[src/rtl/mips_ctrl_pkg.sv]
// Shared types and encodings for the multicycle MIPS control unit.
package mips_ctrl_pkg;

  localparam int unsigned OP_W       = 6;
  localparam int unsigned WAIT_CNT_W = 4;

  localparam logic [OP_W-1:0] OP_R    = 6'b000000;
  localparam logic [OP_W-1:0] OP_LW   = 6'b100011;
  localparam logic [OP_W-1:0] OP_SW   = 6'b101011;
  localparam logic [OP_W-1:0] OP_BEQ  = 6'b000100;
  localparam logic [OP_W-1:0] OP_ADDI = 6'b001000;
  localparam logic [OP_W-1:0] OP_J    = 6'b000010;

  typedef enum logic [3:0] {
    S_FETCH  = 4'd0,
    S_DECODE = 4'd1,
    S_MEMADR = 4'd2,
    S_MEMRD  = 4'd3,
    S_MEMWB  = 4'd4,
    S_MEMWR  = 4'd5,
    S_EXEC   = 4'd6,
    S_ALUWB  = 4'd7,
    S_BRANCH = 4'd8,
    S_ADDIEX = 4'd9,
    S_ADDIWB = 4'd10,
    S_JUMP   = 4'd11
  } ctrl_state_t;

  localparam logic [1:0] SRCB_REGB    = 2'b00;
  localparam logic [1:0] SRCB_FOUR    = 2'b01;
  localparam logic [1:0] SRCB_IMM     = 2'b10;
  localparam logic [1:0] SRCB_IMM_SH2 = 2'b11;

  localparam logic [1:0] ALUOP_ADD   = 2'b00;
  localparam logic [1:0] ALUOP_SUB   = 2'b01;
  localparam logic [1:0] ALUOP_FUNCT = 2'b10;

  localparam logic [1:0] PCSRC_ALU    = 2'b00;
  localparam logic [1:0] PCSRC_ALUOUT = 2'b01;
  localparam logic [1:0] PCSRC_JUMP   = 2'b10;

  // States that access the shared memory and stall on mem_ready
  function automatic logic is_mem_state(input ctrl_state_t s);
    return (s == S_FETCH) || (s == S_MEMRD) || (s == S_MEMWR);
  endfunction

endpackage

[src/rtl/mem_wait_timer.sv]
// Saturating count of consecutive memory-stall cycles with a sticky timeout flag.
module mem_wait_timer
  import mips_ctrl_pkg::*;
#(
  parameter int unsigned MEM_WAIT_MAX = 15
) (
  input  logic clk,
  input  logic rst_n,
  input  logic i_wait,
  output logic o_timeout
);

  logic [WAIT_CNT_W-1:0] r_cnt;
  logic                  r_timeout;
  logic                  w_hit;

  // Any cycle that is not a stall restarts the count, so every memory state starts from zero
  assign w_hit = (32'(r_cnt) + 32'd1) >= MEM_WAIT_MAX;

  always_ff @(posedge clk) begin
    if (!rst_n) begin
      r_cnt     <= '0;
      r_timeout <= 1'b0;
    end else begin
      if (!i_wait) begin
        r_cnt <= '0;
      end else if (r_cnt != '1) begin
        r_cnt <= r_cnt + WAIT_CNT_W'(1);
      end
      if (i_wait && w_hit) begin
        r_timeout <= 1'b1;
      end
    end
  end

  assign o_timeout = r_timeout;

endmodule

[src/rtl/multicycle_ctrl.sv]
// Main control FSM for the multicycle MIPS datapath sharing one memory.
module multicycle_ctrl
  import mips_ctrl_pkg::*;
#(
  parameter int unsigned MEM_WAIT_MAX = 15
) (
  input  logic            clk,
  input  logic            rst_n,
  input  logic [OP_W-1:0] Op,
  input  logic            Zero,
  input  logic            mem_ready,
  output logic            IDSel,
  output logic            MemWrite,
  output logic            IRWrite,
  output logic            RegDst,
  output logic            MemtoReg,
  output logic            RegWrite,
  output logic            ALUSrcA,
  output logic [1:0]      ALUSrcB,
  output logic [1:0]      ALUOp,
  output logic [1:0]      PCSrc,
  output logic            PCWrite,
  output logic            illegal_op,
  output logic            mem_timeout
);

  ctrl_state_t r_state;
  logic        w_wait;
  logic        w_known_op;

  assign w_known_op = Op inside {OP_R, OP_LW, OP_SW, OP_BEQ, OP_ADDI, OP_J};
  assign w_wait     = is_mem_state(r_state) && !mem_ready;

  // State sequencing; memory states hold until mem_ready
  always_ff @(posedge clk) begin
    if (!rst_n) begin
      r_state <= S_FETCH;
    end else begin
      case (r_state)
        S_FETCH:  if (mem_ready) r_state <= S_DECODE;
        S_DECODE: begin
          case (Op)
            OP_LW, OP_SW: r_state <= S_MEMADR;
            OP_R:         r_state <= S_EXEC;
            OP_BEQ:       r_state <= S_BRANCH;
            OP_ADDI:      r_state <= S_ADDIEX;
            OP_J:         r_state <= S_JUMP;
            default:      r_state <= S_FETCH;
          endcase
        end
        S_MEMADR: r_state <= (Op == OP_LW) ? S_MEMRD : S_MEMWR;
        S_MEMRD:  if (mem_ready) r_state <= S_MEMWB;
        S_MEMWR:  if (mem_ready) r_state <= S_FETCH;
        S_EXEC:   r_state <= S_ALUWB;
        S_ADDIEX: r_state <= S_ADDIWB;
        default:  r_state <= S_FETCH;
      endcase
    end
  end

  // Moore decode; FETCH enables and BRANCH PCWrite also look at mem_ready / Zero
  always_comb begin
    IDSel      = 1'b0;
    MemWrite   = 1'b0;
    IRWrite    = 1'b0;
    RegDst     = 1'b0;
    MemtoReg   = 1'b0;
    RegWrite   = 1'b0;
    ALUSrcA    = 1'b0;
    ALUSrcB    = SRCB_REGB;
    ALUOp      = ALUOP_ADD;
    PCSrc      = PCSRC_ALU;
    PCWrite    = 1'b0;
    illegal_op = 1'b0;
    case (r_state)
      S_FETCH: begin
        ALUSrcB = SRCB_FOUR;
        IRWrite = mem_ready;
        PCWrite = mem_ready;
      end
      S_DECODE: begin
        ALUSrcB    = SRCB_IMM_SH2;
        illegal_op = !w_known_op;
      end
      S_MEMADR: begin
        ALUSrcA = 1'b1;
        ALUSrcB = SRCB_IMM;
      end
      S_MEMRD: IDSel = 1'b1;
      S_MEMWB: begin
        MemtoReg = 1'b1;
        RegWrite = 1'b1;
      end
      S_MEMWR: begin
        IDSel    = 1'b1;
        MemWrite = 1'b1;
      end
      S_EXEC: begin
        ALUSrcA = 1'b1;
        ALUOp   = ALUOP_FUNCT;
      end
      S_ALUWB: begin
        RegDst   = 1'b1;
        RegWrite = 1'b1;
      end
      S_BRANCH: begin
        ALUSrcA = 1'b1;
        ALUOp   = ALUOP_SUB;
        PCSrc   = PCSRC_ALUOUT;
        PCWrite = Zero;
      end
      S_ADDIEX: begin
        ALUSrcA = 1'b1;
        ALUSrcB = SRCB_IMM;
      end
      S_ADDIWB: RegWrite = 1'b1;
      S_JUMP: begin
        PCSrc   = PCSRC_JUMP;
        PCWrite = 1'b1;
      end
      default: ;
    endcase
    // Reset blocks every write immediately, before the state register is cleared
    if (!rst_n) begin
      MemWrite   = 1'b0;
      IRWrite    = 1'b0;
      RegWrite   = 1'b0;
      PCWrite    = 1'b0;
      illegal_op = 1'b0;
    end
  end

  mem_wait_timer #(
    .MEM_WAIT_MAX(MEM_WAIT_MAX)
  ) u_mem_wait_timer (
    .clk      (clk),
    .rst_n    (rst_n),
    .i_wait   (w_wait),
    .o_timeout(mem_timeout)
  );

endmodule
[config.mk]
export PLATFORM = sky130hd
export DESIGN_NAME = multicycle_ctrl
export DESIGN_NICKNAME = d
export VERILOG_FILES = /design/src/rtl/mips_ctrl_pkg.sv /design/src/rtl/mem_wait_timer.sv /design/src/rtl/multicycle_ctrl.sv
export SDC_FILE = /design/constraint.sdc
export NUM_CORES = 1
export LEC_CHECK = 0
export CAP_MARGIN = 20
export CORE_UTILIZATION = 41
export DETAILED_ROUTE_END_ITERATION = 8
export GPL_ROUTABILITY_DRIVEN = 0
export GPL_TIMING_DRIVEN = 1
export PLACE_DENSITY = 0.8
export SYNTH_ARGS = -nofsm -noshare
export SYNTH_HDL_FRONTEND = slang
export SYNTH_HIERARCHICAL = 1
export SYNTH_SLANG_ARGS = --single-unit
[constraint.sdc]
create_clock -name clk -period 1.4 [get_ports clk]
set_input_delay 0.28 -clock clk [delete_from_list [all_inputs] [get_ports clk]]
set_output_delay 0.28 -clock clk [all_outputs]
set_load 0.01 [all_outputs]
==> results of run 1 <==
## what timing repair did
| action | in CTS |
|---|---|
| setup buffers | 8 |
| resized for setup | 133 |
| pin swaps | 17 |
| setup endpoints to repair | 24 |
## cell families after synthesis
kind of cell,count (synthesis)
adders and majority gates,2
xor gates and xnor gates,5
AOI/OAI and AO/OA,27
and+or+nand+nor,60
muxes,2
DFF,9
buffers and inverters,11
## cells in the mapped netlist, drive strengths merged, types with 2 or more instances
| master | n | share of area |
|---|---|---|
| nor2b | 3 | 0.022 |
| a211oi | 5 | 0.045 |
| inv | 4 | 0.018 |
| a21oi | 5 | 0.030 |
| o21ai | 8 | 0.048 |
| nor4 | 2 | 0.015 |
| mux2i | 2 | 0.024 |
| nor2 | 14 | 0.063 |
| nand3 | 3 | 0.024 |
| clkbuf | 2 | 0.0090 |
| xor2 | 2 | 0.021 |
| ha | 2 | 0.030 |
| nand2 | 9 | 0.040 |
| buf | 5 | 0.036 |
| dfxtp | 9 | 0.22 |
| xnor2 | 3 | 0.031 |
| nor3 | 13 | 0.084 |
| nand2b | 6 | 0.045 |
| nor4b | 2 | 0.036 |
| and3 | 3 | 0.022 |
## per-stage QoR
stage	util	hold slack, ps
after CTS	0.851	460
after detailed placement	0.741	454
after global placement	0.741	443
after floorplan	-	399
==> flow_metrics.py, run 1 <==
metrics = {
    "status": {
        "outcome": "stopped before the end",
        "haltStage": "global routing (5_1_grt)",
        "error": "[ERROR DPL-0038] Utilization greater than 100%, impossible to legalize",
    },
    "logic_synthesis": {
        "yosys.area_share.adder": 0.0299,
        "synth_top_family_by_area": "simple AND/OR/NAND/NOR gates",
        "syn_inst": 116,
        "ys_ff_latch": 9,
        "seq_area_frac_synth": 0.216,
        "yosys_warnings": 6,
        "synthMuxAreaShare": 0.0240,
        "synth_compound_area_frac": 0.213,
        "synth_edf_count": 0,
        "netlist_area_um2": 836,
        "synth.distinct_cells": 39,
        "syn_nets": 128,
        "synthSimpleGateAreaFrac": 0.403,
        "yosys.area_share.xor_xnor": 0.0524,
        "synth_ff_type": "dfxtp_1",
        "syn_avg_cell_area_um2": 7.21,
        "synthArstFlopShare": 0,
    },
    "die": {
        "rows": 15,
        "ios": 26,
        "initial_core_util": 0.459,
        "fp.dieW_um": 47.2,
        "fp.dieH_um": 47.2,
    },
    "clock_network": {
        "clock_sinks": 9,
        "clockBufferDepth": 2,
        "cts_hold_buf": 0,
        "htree_num_levels": 1,
        "root_buffer": "clkbuf_4",
        "cts_made_buffers": 3,
    },
    "placement": {
        "port_buffers": 25,
        "placed_area_um2": 1350,
        "dp_worst_setup_slack_ps": -842,
        "dp.cells": 193,
        "hpwl_mm": 2.09,
    },
    "timing": {
        "worstEndpointGrtRepair": "PCWrite",
        "worst-ep-kind": "top-level output",
    },
    "global_routing": {
        "grt_start_max_net_pins": 13,
    },
}
==> inputs of run 2 (changes only) <==
- CORE_AREA: default -> 2 2 63 65
- CORE_UTILIZATION: 41 -> default
- DIE_AREA: default -> 0 0 65 67
- PLACE_DENSITY: 0.8 -> default
- PLACE_DENSITY_LB_ADDON: default -> 0.15
- clock period: 1.4 -> 1.8 ns (I/O delays scaled with it)
==> run 2 against run 1 <==
Compared with the run above: the flow now finishes without violations; synthesized area did not move; synthesized cell count unchanged.
==> flow_metrics.py, run 2 <==
metrics = {
    "status": {
        "outcome": "finished, final reports clean",
    },
    "clock_network": {
        "clkSlewWorstSetupHoldPaths_ps": 40,
        "root_buffer": "clkbuf_8",
        "htree_num_levels": 1,
        "clock_sinks": 9,
        "cts_made_buffers": 3,
        "clk_latency_ps": 230,
        "cts_tree": "done",
        "post_cts_buffers": 0,
        "clockBufferDepth": 2,
    },
    "timing": {
        "min_period_over_period": 0.961,
        "fin_skew_ps": 3.15,
        "final_hold_viol_count": 0,
        "slew_headroom": 0.804,
        "rsz0062_at_grt": "true",
        "whs_ps": 450,
        "setup_slack_ps": 70.0,
        "tightest_slew_ps": 292,
        "drv_slew": 0,
        "min_period_ps": 1730,
        "clock.fmax_ghz": 0.578,
        "finalSetupViolations": 0,
    },
    "layout": {
        "final_cell_mix": "buf_4, nor2_1, nor3_1",
        "final_util": 0.397,
        "finalNetCount": 184,
        "final_common_cell": "buf_4",
        "drive_gt1_frac": 0.398,
        "area_growth_syn_to_layout_pct": 71.1,
        "diodes": 0,
        "design_area_um2": 1430,
    },
    "logic_synthesis": {
        "seq_area_frac_synth": 0.216,
        "syn_inst": 116,
        "syn_avg_cell_area_um2": 7.21,
        "netlist.top_cell.by_area": "dfxtp_1",
        "synthTopCellsByArea": "dfxtp_1, nor3_1, nor2_1",
        "synth_edf_count": 0,
        "synth.distinct_cells": 39,
        "synthArstFlopShare": 0,
        "synth_ff_type": "dfxtp_1",
        "netlist_area_um2": 836,
        "yosys_warnings": 6,
        "ys_top_cells_by_count": "nor2_1, nor3_1, dfxtp_1, nand2_1",
        "synth.most_common_cell": "nor2_1",
        "syn_nets": 128,
        "synth.top_cell.area_share": 0.216,
        "ys_ff_latch": 9,
    },
    "worst_setup_path": {
        "crit_path_max_fanout": 4,
        "cp_data_required_time_ps": 1440,
        "r2r_slack_ps": 230,
        "end_kind": "output port",
        "startpoint_type": "primary input",
        "arrival_ps": 1370,
        "crit_type": "in -> out",
    },
    "detailed_routing": {
        "avgRoutedWirePerCell_um": 11.6,
        "postRouteAntennaNets": 0,
        "wl_met2_mm": 1.23,
        "top_layer": "met4",
        "drt-total-wl_mm": 2.55,
        "drtIter0Drc": 22,
        "wl_met3_um": 93,
        "m1WireLength_mm": 1.22,
        "viasPerCell": 4.62,
        "drtPass1Iterations": 4,
        "via_count": 1012,
        "post-route-drc-count": 0,
    },
    "die": {
        "dieArea_um2": 4360,
        "rows": 22,
        "initial_core_util": 0.232,
        "core_um2": 3610,
        "fp.dieW_um": 65,
        "ios": 26,
        "fp.dieH_um": 67,
    },
    "pwr": {
        "p_leak_nw": 0.641,
        "powerDensity_nw_per_um2": 399,
        "vdd_drop_max_v": 0.000161,
        "power_mw": 0.571,
    },
    "placement": {
        "placed_area_um2": 1360,
        "port_buffers": 25,
        "hpwl_mm": 2.04,
        "dp_worst_setup_slack_ps": -644,
    },
    "global_routing": {
        "grt_start_max_net_pins": 13,
        "grt_pass1_wl_mm": 4.35,
        "gr-total-overflow": 0,
        "antenna_found_initial": 0,
        "grt_pass1_vias": 1020,
        "grt_usage": 0.125,
    },
    "hold_path": {
        "hp-class": "reg -> reg",
    },
    "flow_run": {
        "maxCapViolCount": 0,
    },
}
-- run 2: cell counts after synthesis --
Identical to the previous run, type by type.
-- run 2: area by class of cell --
cell class | instances | area (um2)
Tap cell | 48 | 60.1
Sequential cell | 9 | 190
Fill cell | 378 | 2180
Inverter | 4 | 15.0
Clock inverter | 1 | 5.00
Clock buffer | 3 | 41.3
Timing Repair Buffer | 58 | 470
Multi-Input combinational cell | 96 | 648
-- run 2: kinds of logic after synthesis --
| family | synth area share |
|---|---|
| fa+ha+maj | 0.0299 |
| xor+xnor | 0.0524 |
| mux | 0.0240 |
| compound gates | 0.213 |
| flops | 0.216 |
| simple gates | 0.403 |
| buf+inv | 0.0629 |
-- run 2: power breakdown --
| part | internal [mW] | total [mW] | switching, mW |
|---|---|---|---|
| clock network | 0.151 | 0.229 | 0.0780 |
| logic | 0.0741 | 0.134 | 0.0594 |
| registers | 0.202 | 0.208 | 0.00666 |
-- run 2: critical path: stages --
cell	delay, ps
buf_6	100
xor2_1	150
o211ai_1	210
nand2_1	100
nor4_2	280
buf_2	180
-- run 2: per-layer routing --
layer | vias to the layer above | global-route usage
met5 | - | 0
met4 | 0 | 0.0293
met3 | 2 | 0.0287
met2 | 23 | 0.223
met1 | 459 | 0.151
li1 | 528 | -
-- run 2: repair_timing --
| action | CTS | global route |
|---|---|---|
| setup endpoints to repair | 15 | 11 |
| endpoints found under the hold margin | 0 | 0 |
| resized for setup | 36 | 32 |
| pin swaps | 1 | 4 |
| hold buffers | 0 | 0 |
-- run 2: metrics by stage --
step                      std cells  TNS, ps
after floorplan                 116        0
after CTS                       219     -189
after global placement          215    -2320
final                           219        0
after detailed placement        215    -2350
after global routing            219    -28.3
-- run 2: path summary, 6_finish.rpt --
| path | cells after the start | to | from |
|---|---|---|---|
| worst max-delay path | 6 | illegal_op | Op[3] |
| worst min-delay path | 2 | u_mem_wait_timer/o_timeout | u_mem_wait_timer/o_timeout |
| worst max register to register | 7 | u_mem_wait_timer/r_cnt[1] | r_state[1] |
| worst min register to register | 2 | u_mem_wait_timer/o_timeout | u_mem_wait_timer/o_timeout |
Power figures use the tool's default switching activity.
